$ cat src/rtl/tone_pkg.sv
// Shared constants, channel state encoding and period helper for the tone generator.
// BASE holds one octave (C3..B3) of tone periods in clk cycles.
package tone_pkg;

  localparam int NUM_SEMI = 12;
  localparam int BASE_W   = 16;

  localparam logic [BASE_W-1:0] BASE [0:NUM_SEMI-1] = '{
    16'd47779, 16'd45097, 16'd42566, 16'd40177, 16'd37922, 16'd35794,
    16'd33784, 16'd31888, 16'd30099, 16'd28409, 16'd26815, 16'd25310
  };

  typedef enum logic [1:0] {
    IDLE     = 2'd0,
    RUN      = 2'd1,
    RUN_PEND = 2'd2
  } ch_state_e;

  // Each octave halves the base period; a counter needs at least 2 cycles per step.
  function automatic logic [BASE_W-1:0] period_of(input logic [3:0] semi, input logic [7:0] oct);
    logic [BASE_W-1:0] p;
    p = (semi < 4'(NUM_SEMI)) ? BASE[semi] : '0;
    p = p >> oct;
    if (p < BASE_W'(2)) p = BASE_W'(2);
    return p;
  endfunction

endpackage

$ cat src/rtl/tone_gen_poly_if.sv
// Command bus into the tone generator.
// A command transfers on any cycle where cmd_valid && cmd_ready; ready reflects only the addressed channel.
interface tone_gen_poly_if #(
  parameter int NUM_CH = 4,
  parameter int OCT_W  = 3
);
  localparam int CH_W = (NUM_CH > 1) ? $clog2(NUM_CH) : 1;

  logic            cmd_valid;
  logic            cmd_ready;
  logic [CH_W-1:0] cmd_ch;
  logic            cmd_on;
  logic [OCT_W-1:0] cmd_oct;
  logic [3:0]      cmd_semi;

  modport master (output cmd_valid, cmd_ch, cmd_on, cmd_oct, cmd_semi, input cmd_ready);
  modport slave  (input cmd_valid, cmd_ch, cmd_on, cmd_oct, cmd_semi, output cmd_ready);

endinterface

$ cat src/rtl/tone_channel.sv
// One tone channel: sixteenth-period counter, 4-bit step index and a single pending command slot.
// Buffered commands take effect only on a step boundary so the output phase never jumps.
module tone_channel
  import tone_pkg::*;
#(
  parameter int PER_W = 16
) (
  input  logic             clk,
  input  logic             rst_n,
  input  logic             cmd_we,
  input  logic             cmd_on,
  input  logic [PER_W-1:0] cmd_period,
  output logic             active,
  output logic [3:0]       step,
  output logic             step_tick,
  output ch_state_e        state
);

  ch_state_e        state_q, state_d;
  logic [PER_W-1:0] cnt_q, cnt_d;
  logic [PER_W-1:0] per_q, per_d;
  logic [PER_W-1:0] pend_per_q, pend_per_d;
  logic [3:0]       step_q, step_d;
  logic             pend_on_q, pend_on_d;
  logic             tick_q, tick_d;
  logic             boundary;

  always_ff @(posedge clk or negedge rst_n) begin
    if (!rst_n) begin
      state_q    <= IDLE;
      cnt_q      <= '0;
      per_q      <= '0;
      pend_per_q <= '0;
      step_q     <= '0;
      pend_on_q  <= 1'b0;
      tick_q     <= 1'b0;
    end else begin
      state_q    <= state_d;
      cnt_q      <= cnt_d;
      per_q      <= per_d;
      pend_per_q <= pend_per_d;
      step_q     <= step_d;
      pend_on_q  <= pend_on_d;
      tick_q     <= tick_d;
    end
  end

  always_comb begin
    state_d    = state_q;
    cnt_d      = cnt_q;
    per_d      = per_q;
    pend_per_d = pend_per_q;
    step_d     = step_q;
    pend_on_d  = pend_on_q;
    tick_d     = 1'b0;
    boundary   = (cnt_q == per_q - PER_W'(1));
    unique case (state_q)
      IDLE: begin
        if (cmd_we && cmd_on) begin
          state_d = RUN;
          cnt_d   = '0;
          step_d  = '0;
          per_d   = cmd_period;
        end
      end
      RUN, RUN_PEND: begin
        cnt_d = boundary ? '0 : cnt_q + PER_W'(1);
        if (boundary) begin
          step_d = step_q + 4'd1;
          tick_d = 1'b1;
        end
        if (state_q == RUN) begin
          if (cmd_we) begin
            state_d    = RUN_PEND;
            pend_on_d  = cmd_on;
            pend_per_d = cmd_period;
          end
        end else if (boundary) begin
          // The final tick still fires when going silent, but the step lands on 0.
          if (pend_on_q) begin
            state_d = RUN;
            per_d   = pend_per_q;
          end else begin
            state_d = IDLE;
            step_d  = '0;
          end
        end
      end
      default: state_d = IDLE;
    endcase
  end

  always_comb begin
    active    = (state_q != IDLE);
    step      = step_q;
    step_tick = tick_q;
    state     = state_q;
  end

endmodule

$ cat src/rtl/tone_gen_poly.sv
// Multi-channel tone generator: decodes commands, computes the period at acceptance,
// and fans out to one tone_channel per voice.
module tone_gen_poly
  import tone_pkg::*;
#(
  parameter int NUM_CH = 4,
  parameter int OCT_W  = 3,
  parameter int PER_W  = 16
) (
  input  logic                clk,
  input  logic                rst_n,
  tone_gen_poly_if.slave      cmd,
  output logic [NUM_CH-1:0]   active,
  output logic [NUM_CH*4-1:0] step,
  output logic [NUM_CH-1:0]   step_tick,
  output logic                cmd_err
);

  ch_state_e        ch_state [NUM_CH];
  logic             ch_ok;
  logic             accept;
  logic             semi_bad;
  logic             eff_on;
  logic [PER_W-1:0] period;
  logic             cmd_err_d, cmd_err_q;

  always_comb begin
    ch_ok         = (int'(cmd.cmd_ch) < NUM_CH);
    cmd.cmd_ready = ch_ok ? (ch_state[cmd.cmd_ch] != RUN_PEND) : 1'b1;
    accept        = cmd.cmd_valid & cmd.cmd_ready & ch_ok;
    semi_bad      = (cmd.cmd_semi > 4'd11);
    // An invalid semitone behaves as a silence request.
    eff_on        = cmd.cmd_on & ~semi_bad;
    period        = PER_W'(period_of(cmd.cmd_semi, 8'(cmd.cmd_oct)));
    cmd_err_d     = accept & semi_bad;
  end

  always_ff @(posedge clk or negedge rst_n) begin
    if (!rst_n) cmd_err_q <= 1'b0;
    else        cmd_err_q <= cmd_err_d;
  end

  assign cmd_err = cmd_err_q;

  for (genvar k = 0; k < NUM_CH; k++) begin : g_ch
    tone_channel #(.PER_W(PER_W)) u_ch (
      .clk        (clk),
      .rst_n      (rst_n),
      .cmd_we     (accept && (int'(cmd.cmd_ch) == k)),
      .cmd_on     (eff_on),
      .cmd_period (period),
      .active     (active[k]),
      .step       (step[4*k +: 4]),
      .step_tick  (step_tick[k]),
      .state      (ch_state[k])
    );
  end

endmodule

$ cat src/flat_wrapper.sv
// flat-port wrapper written by rule: the top's interface ports become plain ports
module tone_gen_poly_flat import tone_pkg::*;
#(
  parameter int NUM_CH = 4,
  parameter int OCT_W  = 3,
  parameter int PER_W  = 16
)
  (clk, rst_n, active, step, step_tick, cmd_err, cmd_cmd_valid, cmd_cmd_ch, cmd_cmd_on, cmd_cmd_oct, cmd_cmd_semi, cmd_cmd_ready);
  tone_gen_poly_if #(.NUM_CH(NUM_CH), .OCT_W(OCT_W)) cmd_i ();
  input  logic clk;
  input  logic rst_n;
  output logic [NUM_CH-1:0] active;
  output logic [NUM_CH*4-1:0] step;
  output logic [NUM_CH-1:0] step_tick;
  output logic cmd_err;
  input wire logic [$bits(cmd_i.cmd_valid)-1:0] cmd_cmd_valid;
  input wire logic [$bits(cmd_i.cmd_ch)-1:0] cmd_cmd_ch;
  input wire logic [$bits(cmd_i.cmd_on)-1:0] cmd_cmd_on;
  input wire logic [$bits(cmd_i.cmd_oct)-1:0] cmd_cmd_oct;
  input wire logic [$bits(cmd_i.cmd_semi)-1:0] cmd_cmd_semi;
  output wire logic [$bits(cmd_i.cmd_ready)-1:0] cmd_cmd_ready;
  assign cmd_i.cmd_valid = cmd_cmd_valid;
  assign cmd_i.cmd_ch = cmd_cmd_ch;
  assign cmd_i.cmd_on = cmd_cmd_on;
  assign cmd_i.cmd_oct = cmd_cmd_oct;
  assign cmd_i.cmd_semi = cmd_cmd_semi;
  assign cmd_cmd_ready = cmd_i.cmd_ready;
  tone_gen_poly #(.NUM_CH(NUM_CH), .OCT_W(OCT_W), .PER_W(PER_W)) u_core (.clk(clk), .rst_n(rst_n), .cmd(cmd_i), .active(active), .step(step), .step_tick(step_tick), .cmd_err(cmd_err));
endmodule
$ cat config.mk
export PLATFORM = sky130hd
export DESIGN_NAME = tone_gen_poly_flat
export DESIGN_NICKNAME = d
export VERILOG_FILES = /design/src/rtl/tone_pkg.sv /design/src/rtl/tone_gen_poly_if.sv /design/src/rtl/tone_channel.sv /design/src/rtl/tone_gen_poly.sv /design/src/flat_wrapper.sv
export SDC_FILE = /design/constraint.sdc
export NUM_CORES = 1
export LEC_CHECK = 0
export CAP_MARGIN = 20
export CORE_MARGIN = 2
export CORE_UTILIZATION = 25
export DETAILED_ROUTE_END_ITERATION = 10
export DONT_BUFFER_PORTS = 1
export GPL_TIMING_DRIVEN = 0
export SYNTH_ARGS = -nofsm -noshare
export SYNTH_HDL_FRONTEND = slang
export SYNTH_SLANG_ARGS = --single-unit
$ cat constraint.sdc
create_clock -name clk -period 3.55 [get_ports clk]
set_input_delay 0.71 -clock clk [delete_from_list [all_inputs] [get_ports clk]]
set_output_delay 0.71 -clock clk [all_outputs]
set_load 0.02 [all_outputs]
==> impl_metrics.tcl <==
set metrics [dict create \
    overflow 0 \
    tightest_slew_ns 1.15 \
    leakage_nw 6.73 \
    cp.arrival_ns 3.92 \
    cap_violations 0 \
    initial_core_util 0.253 \
    vias_per_cell 4.96 \
    final_max_slew_viol_count 0 \
    fillers 5873 \
    setup_viol 0 \
    top_usage_layer "met2" \
    grt_pass1_vias 11600 \
    synth_nets 1635 \
    netlist_top_cells_count "dfrtp_1 (225), nand2_1 (185), nor2_1 (163), o21ai_0 (129), xnor2_1 (77)" \
    crit_path_end_kind "flip-flop" \
    cts-root-buf "clkbuf_16" \
    cts_htree_levels 1 \
    worst-path-stages 10 \
    slowest_delay_ns 0.88 \
    ant_nets 0 \
    cp-start-kind "input pin" \
    fp.dieH_um 240 \
    coreArea_mm2 0.0551 \
    fin_crit_sh 0.982 \
    synth_xor_area_frac 0.0820 \
    die_x_um 240 \
    synth.yosys.seq_area_share 0.403 \
    vdd_ir_drop_max_mv 0.302 \
    hold_viol_final 225 \
    ys_async_sr_fraction 1.00 \
    cts_tree "yes" \
    clkLatencyLatePin_ns 0.55 \
    fin_crit_ns 3.49 \
    combinationalPowerShare 0.241 \
    power_density_mw_per_mm2 469 \
    met2_usage 0.210 \
    skew_ns 0.0170 \
    cts.sinks 225 \
    num-nets-final 1681 \
    path_class "input pin to flip-flop" \
    clockBufferDepth 3 \
    critPathSlowestCell "mux2i_1" \
    cts_buffers 26 \
    yosys.area_share.adder 0.0278 \
    synth_top_area_cell "dfrtp_1" \
    whs_ns -0.116 \
    crit_buf_inv 3 \
    finalPower_mw 7.59 \
    synth-simple-area-share 0.220 \
    syn_inst 1591 \
    synth.ff_latch_count 225 \
    worstPathRequired_ns 3.98 \
    synth_top_family_by_area "simple AND/OR/NAND/NOR gates" \
    synth_compound_area_frac 0.154 \
    place_congestion 0.880 \
    drc 0 \
    synth_area_mm2 0.0140 \
    synth.mux.area_fraction 0.0671 \
    vias 11900 \
    p_int_mw 5.12 \
    status "complete, but fails checks" \
    p_clk_frac 0.351 \
    sw_frac_of_total 0.325 \
    met3_usage 0.0183 \
    grtUsageTotal 0.131 \
    synth_edf_count 0 \
    p_sw_mw 2.47 \
    antenna_found_initial 1 \
    pin_count 39 \
    rsz0062_at_grt "yes" \
    path_cells "clkbuf_1 -> buf_1 -> clkbuf_1 -> nor3_1 -> o31ai_1 -> o21ai_0 -> mux2i_1 -> mux2i_1 -> o21ai_0 -> mux2_2" \
    path_delay_family "multiplexers" \
    clkTransAtPathRegs_ns 0.06 \
    synthFlopType "dfrtp_1" \
    grt_max_degree 226 \
    drtIter0Drc 877 \
    grtUsageMet1 0.181 \
    clock.fmax_mhz 287 \
    wl_per_cell_um 15.9 \
    syn_avg_cell_area_um2 8.77 \
    violations "hold timing" \
    drive_gt1_frac 0.117 \
    totalWireLength_um 38100 \
    synth_cell_types 78 \
    yosys_warnings 0 \
    rows 86 \
    reg2reg_depth 11 \
    worstPathMaxFanout 10 \
    areaGrowthSynthToFinish_pct 16.0 \
    synth.most_common_cell "dfrtp_1" \
    fp.dieArea_mm2 0.0577 \
    p_seq_frac 0.408 \
    synth_top_cells_by_area "dfrtp_1 (40%), nand2_1 (5.0%), xnor2_1 (4.8%)" \
    drtPass1Iterations 5 \
    synth_top_area_frac 0.403 \
    worstHoldPathType "input pin to async pin" \
    grt_first_pass_wirelength_um 62000 \
    antennaDiodeCount 0 \
    slew_headroom 0.210 \
    dp.final_hpwl_um 26700 \
    finish.utilization 0.294 \
    port_buffers 0 \
]
==> worst paths after layout <==
| check | startpoint | to | slack [ns] |
|---|---|---|---|
| max | cmd_cmd_semi[3] | u_core.g_ch[1].u_ch.per_q[3] | 0.06 |
| min | rst_n | u_core.g_ch[1].u_ch.step[1] | -0.12 |
| max reg2reg | u_core.g_ch[2].u_ch.per_q[2] | u_core.g_ch[2].u_ch.per_q[7] | 0.08 |
| min reg2reg | u_core.g_ch[2].u_ch.pend_per_q[15] | u_core.g_ch[2].u_ch.pend_per_q[15] | 0.48 |
| max in group asynchronous | rst_n | u_core.g_ch[2].u_ch.per_q[3] | 3.20 |
| min in group clk | cmd_cmd_valid | u_core.cmd_err | 0.36 |
==> metrics by stage <==
stage          cell area [µm²]  setup WS, ns  hold WS, ns  cells  TNS [ns]
2_1_floorplan            14000         0.105        0.414   1591         0
3_3_place_gp             14900        -0.759        0.419   2339    -30.26
3_5_place_dp             14900        -0.816        0.419   2339    -35.00
4_1_cts                  15900        0.0127       -0.176   2388         0
5_1_grt                  16200       -0.0559       -0.149   2403    -0.432
6_report                 16200        0.0631       -0.116   2403         0
==> kinds of logic after synthesis <==
family          Yosys count
simple gates            626
compound gates          339
flops                   225
buf+inv                 158
xor+xnor                129
mux                      83
fa+ha+maj                31
==> metal layers <==
metal  vias up  wire (µm)
met2       263      17600
met4         2        844
met5         -         13
met1      5856      17800
li1       5745          -
met3        55       1830
==> power by group through the flow <==
stage	clock network (mW)	logic (mW)	registers [mW]
2_1_floorplan	0	1.31	3.02
4_1_cts	2.75	1.72	3.07
5_1_grt	2.85	2.03	3.13
3_3_place_gp	0	1.66	3.10
6_report	2.67	1.83	3.10
3_5_place_dp	0	1.69	3.11
==> placed cells by master (no fill, tap or decap), types with 10 or more instances in the layout <==
master	Yosys	layout
a21oi_1	54	49
or3_1	13	13
xor2_1	51	51
nand3_1	43	43
a31oi_1	13	13
nor2_1	163	162
clkbuf_16	0	27
mux2_2	54	49
inv_1	64	64
dfrtp_1	225	221
nand2b_1	19	19
ha_1	31	28
buf_4	9	30
nor3_1	46	42
xnor2_1	77	77
a221oi_1	20	20
o211ai_1	10	10
nand4_1	24	24
clkbuf_1	76	73
and4_1	10	10
nor2b_1	19	19
and3_1	17	17
mux2i_1	26	25
o21ai_0	129	129
nand2_1	185	185
o22ai_1	24	23
==> final cells by class <==
| type | count | area (µm²) | share of cell area |
|---|---|---|---|
| inverter | 66 | 248 | 0.0153 |
| timing repair buffer | 21 | 158 | 0.00974 |
| tap | 748 | 936 | 0.0578 |
| sequential | 225 | 5640 | 0.348 |
| clock inverter | 7 | 70.1 | 0.00433 |
| clock buffer | 39 | 771 | 0.0476 |
| buffer | 89 | 405 | 0.0251 |
| multi-input combinational | 1208 | 7960 | 0.492 |
==> flip-flops by register name, indices dropped and copies added, names as in the netlist <==
signal                       flops
u_core.g_ch.u_ch.cnt_q          64
u_core.g_ch.u_ch.pend_per_q     64
u_core.g_ch.u_ch.per_q          64
u_core.g_ch.u_ch.step           16
u_core.g_ch.u_ch.state           8
u_core.g_ch.u_ch.pend_on_q       4
u_core.g_ch.u_ch.step_tick       4
u_core.cmd_err                   1
==> repair_timing <==
item / 4_1_cts / 5_1_grt
hold endpoints to repair: 225 / 225
buffers inserted: 5 / 15
endpoints found under the setup margin: 92 / 93
pin swaps: 1 / 13
resized for setup: 24 / 51
cloned: 0 / 0
Note: power is estimated with default switching activity, not from simulation.
